--- src/rtl/ds_iter.sv ---
// Iterative divide-then-subtract: restoring divider (one quotient bit per clock)
// followed by a single-cycle wrapped/saturating subtract, with valid/ready on both sides.
module ds_iter #(
  parameter int WIDTH = 32
) (
  input  logic             clk,
  input  logic             rst,
  input  logic             in_valid,
  output logic             in_ready,
  input  logic [WIDTH-1:0] x,
  input  logic [WIDTH-1:0] y,
  input  logic [WIDTH-1:0] z,
  input  logic             sat_en,
  output logic             out_valid,
  input  logic             out_ready,
  output logic [WIDTH-1:0] quotient,
  output logic [WIDTH-1:0] remainder,
  output logic [WIDTH-1:0] difference,
  output logic             borrow,
  output logic             div_zero
);

  localparam int CW = $clog2(WIDTH + 1);

  localparam logic [1:0] S_IDLE = 2'd0;
  localparam logic [1:0] S_DIV  = 2'd1;
  localparam logic [1:0] S_SUB  = 2'd2;
  localparam logic [1:0] S_DONE = 2'd3;

  logic [1:0]       r_state;
  logic [WIDTH-1:0] r_rem;
  logic [WIDTH-1:0] r_q;
  logic [WIDTH-1:0] r_y;
  logic [WIDTH-1:0] r_z;
  logic             r_sat;
  logic             r_dz;
  logic [CW-1:0]    r_cnt;

  logic [WIDTH-1:0] r_quo;
  logic [WIDTH-1:0] r_rmd;
  logic [WIDTH-1:0] r_dif;
  logic             r_bor;
  logic             r_dvz;

  // r_q starts as the dividend and fills with quotient bits from the LSB as
  // dividend bits shift out of its MSB into the partial remainder.
  logic [WIDTH:0]   w_trial;
  logic             w_ge;
  logic [WIDTH-1:0] w_sub;
  logic             w_borrow;
  logic [WIDTH-1:0] w_diff;

  // The trial value keeps one extra bit so an all-ones divisor cannot overflow;
  // when the subtract succeeds the result is below y and fits WIDTH bits.
  assign w_trial  = {r_rem, r_q[WIDTH-1]};
  assign w_ge     = (w_trial >= {1'b0, r_y});
  assign w_sub    = w_trial[WIDTH-1:0] - r_y;
  assign w_borrow = (r_q < r_z);
  assign w_diff   = (r_sat && w_borrow) ? '0 : (r_q - r_z);

  assign in_ready   = rst && (r_state == S_IDLE);
  assign out_valid  = (r_state == S_DONE);
  assign quotient   = r_quo;
  assign remainder  = r_rmd;
  assign difference = r_dif;
  assign borrow     = r_bor;
  assign div_zero   = r_dvz;

  always_ff @(posedge clk) begin
    if (!rst) begin
      r_state <= S_IDLE;
      r_rem   <= '0;
      r_q     <= '0;
      r_y     <= '0;
      r_z     <= '0;
      r_sat   <= 1'b0;
      r_dz    <= 1'b0;
      r_cnt   <= '0;
      r_quo   <= '0;
      r_rmd   <= '0;
      r_dif   <= '0;
      r_bor   <= 1'b0;
      r_dvz   <= 1'b0;
    end else begin
      case (r_state)
        S_IDLE: begin
          if (in_valid) begin
            r_y   <= y;
            r_z   <= z;
            r_sat <= sat_en;
            r_cnt <= '0;
            if (y == '0) begin
              r_q     <= '1;
              r_rem   <= x;
              r_dz    <= 1'b1;
              r_state <= S_SUB;
            end else begin
              r_q     <= x;
              r_rem   <= '0;
              r_dz    <= 1'b0;
              r_state <= S_DIV;
            end
          end
        end
        S_DIV: begin
          r_rem <= w_ge ? w_sub : w_trial[WIDTH-1:0];
          r_q   <= {r_q[WIDTH-2:0], w_ge};
          r_cnt <= r_cnt + 1'b1;
          if (r_cnt == CW'(WIDTH - 1))
            r_state <= S_SUB;
        end
        S_SUB: begin
          r_quo   <= r_q;
          r_rmd   <= r_rem;
          r_dif   <= w_diff;
          r_bor   <= w_borrow;
          r_dvz   <= r_dz;
          r_state <= S_DONE;
        end
        S_DONE: begin
          if (out_ready)
            r_state <= S_IDLE;
        end
        default: r_state <= S_IDLE;
      endcase
    end
  end

endmodule
--- config.mk ---
export PLATFORM = sky130hd
export DESIGN_NAME = ds_iter
export DESIGN_NICKNAME = d
export VERILOG_FILES = /design/src/rtl/ds_iter.sv
export SDC_FILE = /design/constraint.sdc
export NUM_CORES = 1
export LEC_CHECK = 0
export CAP_MARGIN = 10
export CORE_UTILIZATION = 59
export DETAILED_ROUTE_END_ITERATION = 7
export HOLD_SLACK_MARGIN = 0.12
export MAX_ROUTING_LAYER = met4
export PLACE_DENSITY_LB_ADDON = 0.12
export SLEW_MARGIN = 20
export SYNTH_ARGS = -nofsm -noshare
export SYNTH_HDL_FRONTEND = slang
export SYNTH_SLANG_ARGS = --single-unit
--- constraint.sdc ---
create_clock -name clk -period 4.9 [get_ports clk]
set_input_delay 0.49 -clock clk [delete_from_list [all_inputs] [get_ports clk]]
set_output_delay 0.49 -clock clk [all_outputs]
set_load 0.005 [all_outputs]
==> After elaboration in Yosys (flattened, before gate mapping) <==
Cells that the tools add are included.
{ "word_totals": {"mem_count": 0, "reg_bits": 236, "romBits": 0, "ram_bits": 0, "latch_bits": 0, "out_inout_bits": 100} }
{ "classes": {"bitwise": 0, "shift": 0, "eq_ne": 7, "n_div": 0, "n_addsub": 3, "reduce_logical": 8, "muxes": 16, "mul": 0, "n_lt_le_gt_ge": 2} }
{ "ops": {"columns": ["cell", "count"], "rows": [
  ["two-way mux 32 bit", 6],
  ["one-hot mux 32 bit (2 select lines)", 2],
  ["subtractor 32 bit", 2],
  [">= comparator 33 x 32 -> 1 bit", 1],
  ["logical NOT 32 bit", 1],
  ["less-than comparator 32 bit", 1],
  ["one-hot mux 6 bit (2 select lines)", 1],
  ["two-way mux 2 bit", 4],
  ["one-hot mux 2 bit (4 select lines)", 1],
  ["adder 6 x 1 -> 6 bit, second input constant", 1],
  ["equality test 6 x 5 -> 1 bit, second input constant", 1],
  ["two-way mux 6 bit", 1],
  ["equality test 2 bit, second input constant", 2],
  ["inequality test 2 bit, second input constant", 2],
  ["AND reduction 2 bit", 2],
  ["AND reduction 3 bit", 1],
  ["equality test 2 x 1 -> 1 bit, second input constant", 1],
  ["logical AND 1 bit", 2],
  ["logical NOT 2 bit", 1],
  ["inequality test 2 x 1 -> 1 bit, second input constant", 1],
  ["nonzero test 2 bit", 1],
  ["two-way mux 1 bit", 1]
]} }

==> Longest topological paths before layout <==
{ "depth": {"depth_word": 4, "mapped_depth": 14} }

==> Worst setup path after synthesis <==
No wires, ideal clock.
{ "synth_timing": {"path_kind": "register to register", "from": "register r_q[31]", "to": "register r_rem[16]", "period_less_slack_ns": 2.868, "required_ns": 4.780, "t_arrival_ns": 2.748, "stages_incl_launch_ff": 14, "path_buffers": 0, "setup_time_ns": 0.120, "setup_slack_ns": 2.032, "path_cell_list": "dfxtp_1 -> inv_1 -> ha_1 -> inv_1 -> fa_1 -> a21o_1 -> a221oi_2 -> o21ai_1 -> a221oi_2 -> o21ai_0 -> xor2_1 -> mux2_4 -> a221oi_2 -> nor2_1"} }
{ "synth_via": {"elab_chain_cells": 3, "elab_cells_between_ends": 4} }
{ "synth_rtl": {"columns": ["element", "line_no", "text"], "rows": [
  ["start, declared", "32", "logic [WIDTH-1:0] r_q;"],
  ["start signal, assigned", "107", "r_q <= {r_q[WIDTH-2:0], w_ge};"],
  ["subtractor 32 bit or >= comparator 33 x 32 -> 1 bit (tied branches)", "57, 56", null],
  ["two-way mux 32 bit *", "106", "r_rem <= w_ge ? w_sub : w_trial[WIDTH-1:0];"],
  ["one-hot mux 32 bit (2 select lines) *", "85", "case (r_state)"],
  ["end signal, assigned", "106", null],
  ["end, declared", "31", "logic [WIDTH-1:0] r_rem;"]
]} }
Every way passes the cells marked *; elsewhere a longest branch is shown, timed or not.
A chain may end at the register's enable or synchronous reset.

==> Final worst setup path <==
{ "layout_timing": {"from": "register r_y[13]", "to": "register r_rem[16]"} }
{ "layout_via": {"elab_chain_cells": 3, "elab_cells_between_ends": 4} }
{ "layout_rtl": {"columns": ["element", "line_no", "text"], "rows": [
  ["start, declared", "33", "logic [WIDTH-1:0] r_y;"],
  ["start signal, assigned", "88", "r_y <= y;"],
  ["subtractor 32 bit or >= comparator 33 x 32 -> 1 bit (tied branches)", "57, 56", null],
  ["two-way mux 32 bit *", "106", null],
  ["one-hot mux 32 bit (2 select lines) *", "85", null]
]} }
Marked as above.

==> flow_metrics.tcl <==
set metrics [dict create \
    dr.first_iter.drc_count 657 \
    critPathMaxFanout 19 \
    root_buffer "clkbuf_16" \
    path_cells "inv_1, ha_1, nand4_1, or2_1, nor2_1, o2111ai_2, a32oi_2, o21a_1, buf_4, mux2_4, a221oi_2, nor2_1" \
    gp_congestion 0.927 \
    setup_tns_ns 0 \
    hold_viol_final 0 \
    holdWs_ns 0.403 \
    finClkSkew_ns 0.0109 \
    use_met1_pct 43.5 \
    area_growth_pct 22.9 \
    place.detailed.hpwl_um 26800 \
    crit_family "compound AO/OA/AOI/OAI gates" \
    drtPass1Iterations 6 \
    port_buffers 200 \
    drtAntennaViolNets 0 \
    initial_core_util_pct 60.7 \
    cp_data_required_time_ns 5.30 \
    setup-violations-final 0 \
    syn_inst 1552 \
    viasPerCell 6.02 \
    cp.arrival_ns 4.03 \
    clock_sinks 236 \
    holdPathEnd "remainder[28]" \
    fillers 1610 \
    postSynthAreaPerCell_sq_um 8.28 \
    io_pins 201 \
    fin_crit_sh_pct 74.0 \
    vias 12015 \
    critPathMostFrequentCell "nor2_1" \
    synth_nets 1724 \
    grt_first_pass_wirelength_um 58900 \
    hold_path.class "primary input to flip-flop" \
    finalMaxSlewViolations 0 \
    slew_headroom_pct 37.5 \
    async_flop_share_pct 0 \
    wl_per_cell_um 18.7 \
    ys_seq_area_share_pct 36.8 \
    fp-row-count 53 \
    path_buf_inv 2 \
    regArea_sq_um 4720 \
    fin_cells 1995 \
    endpoint_kind "flip-flop" \
    outcome "finished clean" \
    syn_area_sq_um 12800 \
    worst_setup_path_start_kind "flip-flop" \
    drv_cap 0 \
    top_usage_layer "met2" \
    r2r_start "r_y[13]" \
    r2r_slack_ns 1.27 \
    clk_latency_ns 0.52 \
    first_global_vias 11384 \
    grtUsageMet2_pct 55.9 \
    cts_tree "built" \
    whs_path_depth 3 \
    track_usage_pct 33.9 \
    overflow 0 \
    drc 0 \
    critPathSlowestCell "o21a_1" \
    yosys_most_used_dff "dfxtp_1" \
    die_w_um 150 \
    p_leak_nw 6.09 \
    timing.fmax_mhz 276 \
    tightest_slew_ns 0.938 \
    min_period_ns 3.63 \
    numCtsBuffers 25 \
    post_cts_buffers 0 \
    cts_hold_buf 0 \
    rsz0062_at_grt "false" \
    timing.rr.end "r_rem[16]" \
    grt_use_met3_pct 3.60 \
    clockBufferDepth 3 \
    ys_seq_elements 236 \
    ctsResizeCount 0 \
    ys_warn_count 0 \
    die_h_um 150 \
    worst_ir_drop_vdd_mv 0.360 \
    wl_um 37400 \
    cp_slowest_stage_delay_ns 0.45 \
    yosys.cell_types.count 71 \
    ff2ff_path_depth 12 \
    holdCritStartpoint "rst" \
    antenna_found_initial 0 \
    synth_edf_count 0 \
    multi_input_area_sq_um 7470 \
    path_clk_slew_ns 0.07 \
    p_per_area_nw_per_um2 741 \
    drive_gt1_share_pct 6.28 \
    grt_start_max_net_pins 70 \
    core_area_sq_um 21200 \
    place.detailed.instances 1951 \
    dieArea_sq_um 22400 \
    num-nets-final 1875 \
    worst-setup-path-type "flip-flop to flip-flop" \
    diodes 0 \
    cts-htree-levels 1 \
]
metrics by stage:
step           instance area [sq um]  setup WS [ns]  total power [mW]  utilization, %
4_1_cts                        15800           1.29              11.6            74.7
5_1_grt                        15800           1.08              12.5            74.7
6_report                       15800           1.27              11.7            74.7
3_5_place_dp                   15000           1.31              9.70            70.8
3_3_place_gp                   15000           1.38              9.58            70.8
2_1_floorplan                  12800           2.03              7.96               -
routing by layer:
| layer | vias up | wire length (um) |
|---|---|---|
| met1 | 5705 | 16300 |
| met4 | 0 | 898 |
| met3 | 63 | 2640 |
| met5 | - | 0 |
| li1 | 5791 | - |
| met2 | 456 | 17500 |
flip-flops by register name (all words and copies together), names as in the netlist, 2 cells and up:
name and cells:
difference 32, quotient 32, r_q 32, r_rem 32, r_y 32, r_z 32
remainder 32, r_cnt 6, r_state 2
report_power, final:
group | leakage, nW | internal, mW | switching [mW]
combinational | 3.76 | 3.07 | 3.91
sequential | 1.93 | 2.38 | 0.433
clock | 0.402 | 1.12 | 0.792
worst min-delay path: cells and delay by family:
family / cells / cell delay, ns
AND/OR/NAND/NOR: 1 / 0.13
buffers and inverters: 2 / 0.25
final cells by class:
cell class / instances / area share (%)
clock inverter: 12 / 0.871
clock buffer: 32 / 4.25
timing repair buffer: 215 / 13.4
sequential: 236 / 29.9
multi-input combinational: 1136 / 47.3
inverter: 89 / 2.13
tap: 275 / 2.18
cell usage after synthesis (10+ instances only):
| cell | n | area, sq um |
|---|---|---|
| nor4_1 | 12 | 75.1 |
| mux2_4 | 12 | 180 |
| mux2i_1 | 98 | 981 |
| nand3_1 | 12 | 60.1 |
| a21oi_1 | 143 | 716 |
| nand2_1 | 205 | 769 |
| xor2_1 | 19 | 166 |
| ha_1 | 69 | 863 |
| xnor2_1 | 31 | 272 |
| a22oi_1 | 19 | 143 |
| a31oi_1 | 39 | 244 |
| inv_1 | 88 | 330 |
| dfxtp_1 | 236 | 4720 |
| and3_1 | 15 | 93.8 |
| a21o_1 | 24 | 180 |
| a221oi_1 | 10 | 87.6 |
| o21ai_0 | 100 | 500 |
| clkbuf_1 | 72 | 270 |
| nand4_1 | 15 | 93.8 |
| o21a_1 | 14 | 105 |
| a221oi_2 | 14 | 210 |
| o211ai_1 | 12 | 90.1 |
| nor2_1 | 150 | 563 |
cell families after synthesis:
family,after synthesis,synth area share [%]
fa+ha+maj,71,7.03
buf+inv,180,5.55
xor+xnor,50,3.41
mux,119,9.83
simple gates,453,15.1
compound gates,443,22.3
flops,236,36.8
cells in the final DEF, fill, tap and decap left out, drive strengths merged, types with 31 or more instances in the layout:
master / instances
dfxtp: 236
nand2: 205
clkdlybuf4s50: 199
nor2: 150
a21oi: 144
o21ai: 105
mux2i: 98
inv: 88
ha: 69
a31oi: 39
clkbuf: 32
xnor2: 31
how the worst max path moves through the flow:
stage	cells after the start	slack, ns	endpoint	start
after global placement	12	1.38	r_rem[12]	r_y[12]
after global routing	12	1.08	r_rem[17]	r_y[12]
final	12	1.27	r_rem[16]	r_y[13]
after floorplan	13	2.03	r_rem[16]	r_q[31]
after detailed placement	12	1.31	r_rem[10]	r_y[12]
after CTS	12	1.29	r_rem[16]	r_y[12]
No activity file was read; power rests on OpenSTA's default activity.
